===== src/rtl/decodificador_display_pkg.sv =====
// Shared constants and types for the 7-segment bus receiver.
// Segment constants are active-high, bit0 = a .. bit6 = g.
package decodificador_display_pkg;

    localparam logic [6:0] SEG_0   = 7'h3F;
    localparam logic [6:0] SEG_1   = 7'h06;
    localparam logic [6:0] SEG_2   = 7'h5B;
    localparam logic [6:0] SEG_3   = 7'h4F;
    localparam logic [6:0] SEG_4   = 7'h66;
    localparam logic [6:0] SEG_5   = 7'h6D;
    localparam logic [6:0] SEG_6   = 7'h7D;
    localparam logic [6:0] SEG_7   = 7'h07;
    localparam logic [6:0] SEG_8   = 7'h7F;
    localparam logic [6:0] SEG_9   = 7'h6F;
    localparam logic [6:0] SEG_A   = 7'h77;
    localparam logic [6:0] SEG_B   = 7'h7C;
    localparam logic [6:0] SEG_C   = 7'h39;
    localparam logic [6:0] SEG_D   = 7'h5E;
    localparam logic [6:0] SEG_E   = 7'h79;
    localparam logic [6:0] SEG_F   = 7'h71;
    localparam logic [6:0] SEG_OFF = 7'h00;

    localparam logic [3:0] BCD_BLANK = 4'hF;

    typedef logic [1:0] slot_t;

    typedef enum logic [1:0] {
        ESPERA   = 2'd0,
        ARMANDO  = 2'd1,
        COMPLETO = 2'd2
    } estado_t;

endpackage


===== src/rtl/decodificador_segmentos.sv =====
// Combinational 7-segment pattern decoder (input already normalised to active-high).
// Optional macro DECODIFICAR_HEX_EN: letter patterns A,b,C,d,E,F decode to 4'hA..4'hF
// instead of being flagged invalid; an all-off pattern is always reported as blank.
module decodificador_segmentos
    import decodificador_display_pkg::*;
(
    input  logic [6:0] i_seg,
    output logic [3:0] o_bcd,
    output logic       o_blank,
    output logic       o_invalid
);

    // Pattern lookup; anything not in the table is an undecodable glyph.
    always_comb begin
        o_bcd     = BCD_BLANK;
        o_blank   = 1'b0;
        o_invalid = 1'b0;
        case (i_seg)
            SEG_0:   o_bcd = 4'd0;
            SEG_1:   o_bcd = 4'd1;
            SEG_2:   o_bcd = 4'd2;
            SEG_3:   o_bcd = 4'd3;
            SEG_4:   o_bcd = 4'd4;
            SEG_5:   o_bcd = 4'd5;
            SEG_6:   o_bcd = 4'd6;
            SEG_7:   o_bcd = 4'd7;
            SEG_8:   o_bcd = 4'd8;
            SEG_9:   o_bcd = 4'd9;
            SEG_OFF: o_blank = 1'b1;
`ifdef DECODIFICAR_HEX_EN
            SEG_A:   o_bcd = 4'hA;
            SEG_B:   o_bcd = 4'hB;
            SEG_C:   o_bcd = 4'hC;
            SEG_D:   o_bcd = 4'hD;
            SEG_E:   o_bcd = 4'hE;
            SEG_F:   o_bcd = 4'hF;
`endif
            default: o_invalid = 1'b1;
        endcase
    end

endmodule


===== src/rtl/decodificador_display.sv =====
// Receive side of a 4-digit multiplexed 7-segment bus: rebuilds HH:MM as BCD,
// publishing only frames confirmed FRAMES_MATCH times in a row.
// Optional macro DECODIFICAR_HEX_EN (see decodificador_segmentos) enables hex letters.
module decodificador_display
    import decodificador_display_pkg::*;
#(
    parameter int STABLE_SAMPLES = 8,
    parameter int FRAMES_MATCH   = 2,
    parameter int TIMEOUT_CYCLES = 1048576,
    parameter bit SEG_ACTIVE_LOW = 1'b1
) (
    input  logic        clock,
    input  logic        reset,
    input  logic        sw0,
    input  logic        sw1,
    input  logic        sw2,
    input  logic        sw3,
    input  logic [6:0]  displaytotal,
    input  logic        punto,
    output logic [15:0] digitos,
    output logic        punto_hora,
    output logic        valido,
    output logic        actualizado,
    output logic        error_seg,
    output logic        sin_senal
);

    localparam int STAB_W  = $clog2(STABLE_SAMPLES + 1);
    localparam int MATCH_W = $clog2(FRAMES_MATCH + 1);
    localparam int TMO_W   = $clog2(TIMEOUT_CYCLES + 1);
    localparam logic [STAB_W-1:0]  STAB_MAX  = STAB_W'(STABLE_SAMPLES);
    localparam logic [STAB_W-1:0]  STAB_ONE  = STAB_W'(1);
    localparam logic [MATCH_W-1:0] MATCH_MAX = MATCH_W'(FRAMES_MATCH);
    localparam logic [MATCH_W-1:0] MATCH_ONE = MATCH_W'(1);
    localparam logic [TMO_W-1:0]   TMO_MAX   = TMO_W'(TIMEOUT_CYCLES);

    // Sample layout: [11:8] sw3..sw0, [7:1] segments, [0] point
    logic [11:0]        r_sync1, r_sync2;
    logic [10:0]        r_last;
    logic [STAB_W-1:0]  r_stab, w_cnt;
    logic               r_hold;
    logic [TMO_W-1:0]   r_tmo;
    logic [3:0]         r_mask, w_mask_base, w_mask_next;
    estado_t            r_state, w_state_next;
    logic [MATCH_W-1:0] r_match, w_match_new;
    logic [3:0][3:0]    r_frame, r_prev_frame;
    logic               r_frame_pt, r_prev_pt;
    logic [15:0]        r_digitos;
    logic               r_punto_hora, r_valido, r_actualizado, r_error_seg, r_sin_senal;

    logic [6:0] w_seg;
    logic       w_pt_lit;
    logic [3:0] w_sel_low;
    slot_t      w_slot;
    logic       w_gap, w_same, w_sel_same, w_hold_eff, w_hit, w_capture, w_error, w_tmo_term;
    logic [3:0] w_bcd;
    logic       w_blank, w_invalid, w_frame_eq, w_confirm, w_publish;

    assign w_sel_low  = ~r_sync2[11:8];
    assign w_seg      = SEG_ACTIVE_LOW ? ~r_sync2[7:1] : r_sync2[7:1];
    assign w_pt_lit   = ~r_sync2[0];
    assign w_same     = (r_sync2[11:1] == r_last);
    assign w_sel_same = (r_sync2[11:8] == r_last[10:7]);

    decodificador_segmentos u_segmentos (
        .i_seg     (w_seg),
        .o_bcd     (w_bcd),
        .o_blank   (w_blank),
        .o_invalid (w_invalid)
    );

    // Two-flop synchronizer on every bus input.
    always_ff @(posedge clock) begin
        if (reset) begin
            r_sync1 <= '0;
            r_sync2 <= '0;
        end else begin
            r_sync1 <= {sw3, sw2, sw1, sw0, displaytotal, punto};
            r_sync2 <= r_sync1;
        end
    end

    // One-hot select decode; anything else is a gap between digits.
    always_comb begin
        w_gap  = 1'b0;
        w_slot = 2'd0;
        case (w_sel_low)
            4'b0001: w_slot = 2'd0;
            4'b0010: w_slot = 2'd1;
            4'b0100: w_slot = 2'd2;
            4'b1000: w_slot = 2'd3;
            default: w_gap  = 1'b1;
        endcase
    end

    // Count consecutive identical samples; a slot fires once until its select changes.
    always_comb begin
        if (w_gap)
            w_cnt = '0;
        else if (w_same)
            w_cnt = (r_stab == STAB_MAX) ? STAB_MAX : r_stab + 1'b1;
        else
            w_cnt = STAB_ONE;
        w_hold_eff = r_hold && w_sel_same && !w_gap;
        w_hit      = !w_gap && !w_hold_eff && (w_cnt == STAB_MAX);
        w_capture  = w_hit && !w_invalid;
        w_error    = w_hit && w_invalid;
        w_tmo_term = (r_tmo == TMO_MAX) && !w_hit;
    end

    // Stability tracking registers.
    always_ff @(posedge clock) begin
        if (reset) begin
            r_last <= '0;
            r_stab <= '0;
            r_hold <= 1'b0;
        end else begin
            r_last <= r_sync2[11:1];
            r_stab <= w_cnt;
            r_hold <= w_hit || w_hold_eff;
        end
    end

    // Dead-bus timer: restarts on every stable digit, parks at its terminal value.
    always_ff @(posedge clock) begin
        if (reset)
            r_tmo <= '0;
        else if (w_hit)
            r_tmo <= '0;
        else if (r_tmo != TMO_MAX)
            r_tmo <= r_tmo + 1'b1;
    end

    // Slot mask and frame FSM next state; COMPLETO lasts one cycle and restarts the mask.
    always_comb begin
        w_mask_base = (r_state == COMPLETO) ? 4'b0000 : r_mask;
        w_mask_next = w_mask_base;
        if (w_error)
            w_mask_next = 4'b0000;
        else if (w_capture)
            w_mask_next = w_mask_base | (4'b0001 << w_slot);
        if (w_tmo_term)
            w_mask_next = 4'b0000;

        w_state_next = ESPERA;
        case (r_state)
            ESPERA, ARMANDO: begin
                if (w_mask_next == 4'b1111)
                    w_state_next = COMPLETO;
                else if (w_mask_next != 4'b0000)
                    w_state_next = ARMANDO;
            end
            COMPLETO: begin
                if (w_mask_next != 4'b0000)
                    w_state_next = ARMANDO;
            end
            default: w_state_next = ESPERA;
        endcase
    end

    // FSM state and slot mask registers.
    always_ff @(posedge clock) begin
        if (reset) begin
            r_state <= ESPERA;
            r_mask  <= 4'b0000;
        end else begin
            r_state <= w_state_next;
            r_mask  <= w_mask_next;
        end
    end

    // Frame confirmation: count repeats of the same complete frame.
    always_comb begin
        w_frame_eq  = (r_match != '0) && (r_frame == r_prev_frame) && (r_frame_pt == r_prev_pt);
        w_match_new = w_frame_eq ? ((r_match == MATCH_MAX) ? MATCH_MAX : r_match + 1'b1) : MATCH_ONE;
        w_confirm   = (r_state == COMPLETO) && (w_match_new >= MATCH_MAX);
        w_publish   = w_confirm && ((r_frame != r_digitos) || (r_frame_pt != r_punto_hora));
    end

    // Frame buffer and previous-frame copy; validity is tracked by mask and match counter.
    always_ff @(posedge clock) begin
        if (w_capture) begin
            r_frame[w_slot] <= w_blank ? BCD_BLANK : w_bcd;
            if (w_slot == 2'd2)
                r_frame_pt <= w_pt_lit;
        end
        if ((r_state == COMPLETO) && !w_frame_eq) begin
            r_prev_frame <= r_frame;
            r_prev_pt    <= r_frame_pt;
        end
    end

    // Match counter, cleared when the bus is declared dead.
    always_ff @(posedge clock) begin
        if (reset || w_tmo_term)
            r_match <= '0;
        else if (r_state == COMPLETO)
            r_match <= w_match_new;
    end

    // Published outputs and status pulses.
    always_ff @(posedge clock) begin
        if (reset) begin
            r_digitos     <= 16'h0000;
            r_punto_hora  <= 1'b0;
            r_valido      <= 1'b0;
            r_actualizado <= 1'b0;
            r_error_seg   <= 1'b0;
            r_sin_senal   <= 1'b0;
        end else begin
            r_actualizado <= w_publish;
            r_error_seg   <= w_error;
            if (w_publish) begin
                r_digitos    <= r_frame;
                r_punto_hora <= r_frame_pt;
            end
            if (w_tmo_term)
                r_valido <= 1'b0;
            else if (w_confirm)
                r_valido <= 1'b1;
            if (w_hit)
                r_sin_senal <= 1'b0;
            else if (w_tmo_term)
                r_sin_senal <= 1'b1;
        end
    end

    assign digitos     = r_digitos;
    assign punto_hora  = r_punto_hora;
    assign valido      = r_valido;
    assign actualizado = r_actualizado;
    assign error_seg   = r_error_seg;
    assign sin_senal   = r_sin_senal;

endmodule


===== config.mk =====
export PLATFORM = sky130hd
export DESIGN_NAME = decodificador_display
export DESIGN_NICKNAME = d
export VERILOG_FILES = /design/src/rtl/decodificador_display_pkg.sv /design/src/rtl/decodificador_segmentos.sv /design/src/rtl/decodificador_display.sv
export SDC_FILE = /design/constraint.sdc
export NUM_CORES = 1
export LEC_CHECK = 0
export ABC_AREA = 1
export CORE_AREA = 2 2 104 106
export CTS_BUF_LIST = sky130_fd_sc_hd__clkbuf_16
export DETAILED_ROUTE_END_ITERATION = 16
export DIE_AREA = 0 0 106 108
export PLACE_DENSITY = 0.73
export REMOVE_ABC_BUFFERS = 1
export SKIP_LAST_GASP = 1
export SLEW_MARGIN = 5
export SYNTH_ARGS = -nofsm -noshare
export SYNTH_HDL_FRONTEND = slang
export SYNTH_SLANG_ARGS = --single-unit

===== constraint.sdc =====
create_clock -name clock -period 3.3 [get_ports clock]
set_input_delay 0.66 -clock clock [delete_from_list [all_inputs] [get_ports clock]]
set_output_delay 0.66 -clock clock [all_outputs]
set_load 0.005 [all_outputs]

; ---- After elaboration in Yosys (flattened, before gate mapping)
; Cells that the tools add are included.
[totals]
regBits = 124
out_inout_bits = 21
[op_classes]
n_lt_le_gt_ge = 3
add_sub_neg = 3
reduce_logical = 29
n_eq_ne = 29
n_mux = 20
shift = 1
n_bitwise = 4
[ops]
columns = operator, n
row1 = == test 7 bit (second input constant), 7
row2 = case mux 4 bit (10 select lines), 1
row3 = two-way mux 4 bit, 9
row4 = adder 21 x 1 -> 21 bit (second input constant), 1
row5 = == test 21 bit (second input constant), 1
row6 = != test 21 bit (second input constant), 1
row7 = bitwise mux 16 bit, 1
row8 = == test 16 bit, 1
row9 = == test 4 bit (second input constant), 4
row10 = != test 16 bit, 1
row11 = == test 7 x 3 -> 1 bit (second input constant), 2
row12 = logical AND 1 bit, 13
row13 = == test 11 bit, 1
row14 = OR reduction 11 bit, 1
row15 = demux 4 bit (select 2 bit), 1
row16 = == test 7 x 6 -> 1 bit (second input constant), 1
row17 = zero test 7 bit, 1
row18 = inverter 7 bit, 1
row19 = == test 2 bit (second input constant), 3
row20 = two-way mux 2 bit, 3
row21 = case mux 2 bit (3 select lines), 1
row22 = OR reduction 2 bit, 3
row23 = adder 4 x 1 -> 4 bit (second input constant), 1
row24 = == test 4 x 1 -> 1 bit (second input constant), 1
row25 = other kinds (23), 29

; ---- Depth between registers and ports, before layout
[logic_depth]
word_depth = 15
ltp_mapped = 18
ltp_nobuf = 17

; ---- By module
; From an unflattened synthesis, not the netlist that was laid out.
[unflattened]
hier_cells = 716
area_unflattened_um2 = 5582.9
[modules_own_cells]
columns = mod, area_each_um2, instances, cells_each
row1 = decodificador_display, 5312.6, 1, 649
row2 = decodificador_segmentos, 270.3, 1, 67

; ---- Worst setup path before layout
; No wires, ideal clock.
[synth_timing]
kind = register to register
start = reg r_tmo[0]
end = reg r_tmo[20]
t_arrival_ns = 1.654
stages_incl_launch_ff = 14
required_ns = 3.180
setup_time_ns = 0.120
synth_period_minus_slack_ns = 1.774
path_buffers = 0
slack_ns = 1.526
path_cell_list = dfxtp_1 -> ha_1 -> nand2_1 -> nor2_1 -> inv_1 -> nor2_1 -> nand2_1 -> nor2_2 -> inv_2 -> nor2_4 -> nand3_2 -> nor4_2 -> or2_2 -> a21oi_1
[synth_between]
elab_chain_cells = 1
word_cells_on_any_way = 2
classes_between = add/sub (1) / eq/ne (1)
[synth_lines]
columns = item, line
row1 = "start, declared", decodificador_display.sv:42  ; logic [TMO_W-1:0] r_tmo;
row2 = "start signal, assigned", decodificador_display.sv:131  ; r_tmo <= r_tmo + 1'b1;
row3 = adder 21 x 1 -> 21 bit or != test 21 bit (tied branches), "decodificador_display.sv:131, decodificador_display.sv:130"
; Several ways; a longest one is shown, not always the timed one.
; A chain may end at the register's enable or synchronous reset.

; ---- Final worst setup path
[layout_timing]
start = reg r_frame_pt
end = reg r_digitos[1] (netlist: digitos[1])
[layout_between]
elab_chain_cells = 6
word_cells_on_any_way = 8
classes_between = order compare (1) / eq/ne (2) / mux (1) / reduce/logical (4)
[layout_lines]
columns = item, line
row1 = "start, declared", decodificador_display.sv:47  ; logic r_frame_pt, r_prev_pt;
row2 = "start signal, assigned", decodificador_display.sv:185  ; r_frame_pt <= w_pt_lit;
row3 = == test 1 bit, decodificador_display.sv:174  ; w_frame_eq = (r_match != '0) && (r_frame == r_prev_frame) && (r_frame_pt == r_prev_pt);
row4 = logical AND 1 bit, decodificador_display.sv:174
row5 = two-way mux 2 bit, decodificador_display.sv:175  ; w_match_new = w_frame_eq ? ((r_match == MATCH_MAX) ? MATCH_MAX : r_match + 1'b1) : MATCH_ONE;
row6 = >= comparator 2 bit, decodificador_display.sv:176  ; w_confirm = (r_state == COMPLETO) && (w_match_new >= MATCH_MAX);
row7 = logical AND 1 bit, decodificador_display.sv:176
row8 = logical AND 1 bit *, decodificador_display.sv:177  ; w_publish = w_confirm && ((r_frame != r_digitos) || (r_frame_pt != r_punto_hora));
row9 = "end signal, assigned", decodificador_display.sv:214  ; r_digitos <= r_frame;
row10 = "end, declared", decodificador_display.sv:48  ; logic [15:0] r_digitos;
; Every way passes the cells marked *; elsewhere a longest branch is shown, timed or not.

==> results by group <==
Outcome
  • Status: complete, no violations

Clocking
  • Post-CTS setup buffer count: 0
  • Clk Latency, worst-skew pair: 420 ps
  • CTS Buf Count: 17
  • Clock sink total: about 120
  • Clock Pin Slew Worst Setup and Hold Paths: roughly 60 ps
  • Hold-fix buffers at CTS: 0
  • CTS tree: built
  • Cts repair resizes: 0
  • Clock tree buffer depth: 2
  • Clock root cell: clkbuf_16
  • H-tree depth: 4

Route
  • Post-Route WL: ~11000 um
  • Drt wl/cell: 12.45 um
  • Initial drt markers: 170
  • DR DRC count: 0
  • First-pass iteration count of the detailed router: 4
  • Antenna Nets Post-Route: 0
  • Via density: 5.027
  • Routed via count: 4248

Final layout
  • Final Instance Count excl. Fillers: approximately 850
  • Layout area overhead: 19.40%
  • Post-Layout Inst Area: roughly 0.0066 mm^2
  • # nets final: 716
  • ANT cells: 0
  • Layout cells sized above 1: 11.99%
  • Filler cell count: 862

Timing
  • Maximum clock rate: 448.1 MHz
  • Slew @ Worst Pin: ~710 ps
  • Final hold vios: 0
  • Slew Limit Fails: 0
  • Worst-case clock skew: about 14 ps
  • Endpoints failing setup: 0
  • Setup TNS Final: 0 ps
  • Post-layout minimum cycle time: 2232 ps
  • Crit share post-route: 67.63%
  • Worst slew margin: approximately 53%
  • RSZ-0062 raised after global routing: false

Worst setup path
  • CP required: 3660 ps
  • Crit. End Element: register
  • Arrival time worst endpoint: 2590 ps
  • Crit-path most repeated cell: nand3_1
  • Worst path top cell family by delay: simple AND/OR/NAND/NOR gates
  • Critical-path cell list: inv_1 > or2_2 > nand3_1 > nor4_1 > nand3_1 > nand3b_4 > a21oi_1 > o21a_1
  • WP depth: 8
  • CP peak stage delay: 450 ps
  • Worst path bufs/invs: 1
  • Max FO, Critical Path: 35
  • Critical path type: reg -> reg
  • Critical Path Start Type: register
  • R2R cell count: 8
  • Slowest cell on the critical path: edfxtp_1

Worst hold path
  • Worst Hold Path Cells: 2
  • Worst Hold Class: reg -> reg

Synth
  • Top cells by count, synth: 107 x nand2_1, 102 x inv_1, 90 x dfxtp_1
  • Syn_area_per_cell: ~8.4 um^2
  • Top FF cell, synth: dfxtp_1
  • Sequential share of the synthesized area: 51.25%
  • Synth top area share: 32.71%
  • Synth Cell Area: 0.005508 mm^2
  • Most common cell in the synthesized netlist: nand2_1
  • Post-synth EDFFs: 34
  • Yosys Warn Count: 0
  • Post-synthesis register bit count: 124
  • Synth area leader: dfxtp_1
  • Synthesized instance count: ~660
  • Ys async rst share: 0%
  • Cell variety after synth: 39
  • Synth top area cells: dfxtp_1 33%, edfxtp_1 19%, nand2_1 7.3%

Die
  • Ports: 35
  • Chip height: 108 um
  • FP Rows: 37
  • Initial core utilization: 53.83%
  • Chip width: roughly 110 um
  • Core area: ~0.01 mm^2
  • Die Area: between 0.01 and 0.015 mm^2

Power
  • Lkg Pwr: 2.676 nW
  • Combinational power share: 3.3%
  • NetSw: 0.8167 mW
  • Clk pwr share: 52.4%
  • Int Power: 2.799 mW
  • Switching Share: ~23%
  • Seq pwr share: 44.3%
  • PwrDens: between 500 and 600 mW/mm^2
  • Peak VDD IR: 0.0003108 V

GRT
  • Pin count of the biggest net entering global routing: 63
  • Congestion Overflow GR: 0
  • Met3 usage: 5.003%
  • First-pass GRT wire length: around 18000 um
  • Tot GR Track Use: 19.99%
  • M1 GR Usage: 23.28%
  • Vias in the first global route: 4089
  • Grt peak-use layer: met2
  • Met2 global-route usage: a little over a third
  • Initial antenna violation count: 0

Place
  • Dpl cell area: 0.005966 mm^2
  • Routability cong.: 0.8559
  • PortBufs: 34
  • Inst Count DP: 813
  • Hpwl dp: 7269 um

Flow run
  • Max cap viols: 0
## cells by family (layout without fill, tap and decap cells)
family	Yosys count	after routing	synth area share [%]
and+or+nand+nor	292	292	25.69
adders and majority gates	6	6	1.363
xor gates and xnor gates	32	32	5.089
buffers and inverters	130	184	8.973
AOI/OAI and AO/OA	71	71	7.633
DFF	124	124	51.25
## power by group through the flow
stage	logic [mW]	registers (mW)	clock network, mW
after floorplan	0.0737	1.63	0
after global placement	0.116	1.63	0
after detailed placement	0.121	1.63	0
after CTS	0.121	1.60	1.92
after global routing	0.137	1.60	1.98
final	0.120	1.60	1.90
## cells in the final DEF, fill, tap and decap left out, drive strengths merged
master,n
ha,6
nand3b,2
bufinv,2
or2,4
a21oi,38
nand3,27
o31ai,1
nor3b,2
clkbuf,18
clkdlybuf4s50,33
a22o,1
o22ai,2
o21ai,7
xor2,15
a41oi,1
clkinvlp,3
nor4,11
edfxtp,34
dfxtp,90
nor3,20
xnor2,17
nor2,91
nand2,117
nand4,18
o211ai,2
buf,2
inv,121
clkinv,5
o21a,19
## final cells by class
| type | count | area (um^2) | share of cell area, % |
|---|---|---|---|
| clock buffer | 18 | 450.4 | 6.849 |
| multi-input combinational | 401 | 2191 | 33.31 |
| timing repair buffer | 35 | 342.8 | 5.213 |
| sequential | 124 | 2823 | 42.92 |
| tap | 136 | 170.2 | 2.588 |
| inverter | 117 | 439.2 | 6.678 |
| clock inverter | 14 | 160.2 | 2.435 |
## worst reg2reg max path, stage by stage (launching register included)
cell      delay, ps
edfxtp_1        450
inv_1           100
or2_2           100
nand3_1          60
nor4_1          430
nand3_1         190
nand3b_4        430
a21oi_1         270
o21a_1          150
## final timing paths
kind | from | slack (ps) | to
setup reg to reg | r_frame_pt$_DFFE_PP_ | 1070 | digitos[1]$_SDFFE_PP0P_
hold / removal | r_sync1[0]$_SDFF_PP0_ | 400 | r_sync2[0]$_SDFF_PP0_
setup / recovery | r_frame_pt$_DFFE_PP_ | 1070 | digitos[1]$_SDFFE_PP0P_
hold reg to reg | r_sync1[0]$_SDFF_PP0_ | 400 | r_sync2[0]$_SDFF_PP0_
## layer usage
layer	part of all wire [%]	up-vias
met5	0	-
met4	2.0	0
met2	49	85
li1	-	2179
met3	3.8	21
met1	45	1963
## state kept, by name, summed over array words and instances (netlist names)
signal / flops
actualizado: 1
digitos: 16
error_seg: 1
punto_hora: 1
r_frame: 16
r_frame_pt: 1
r_hold: 1
r_last: 11
r_mask: 4
r_match: 2
r_prev_frame: 16
r_prev_pt: 1
r_stab: 4
r_state: 2
r_sync1: 12
r_sync2: 12
r_tmo: 21
sin_senal: 1
valido: 1
## through the flow
step	setup WS [ps]	hold WS [ps]	total power, mW	util, %
after floorplan	1479	388.3	1.703	-
after global placement	1107	390.0	1.748	58.31
after detailed placement	1074	394.4	1.753	58.31
after CTS	979.0	401.5	3.641	64.28
after global routing	841.3	411.0	3.724	64.28
final	1068	398.8	3.615	64.28
(Power assumes the default switching activity.)
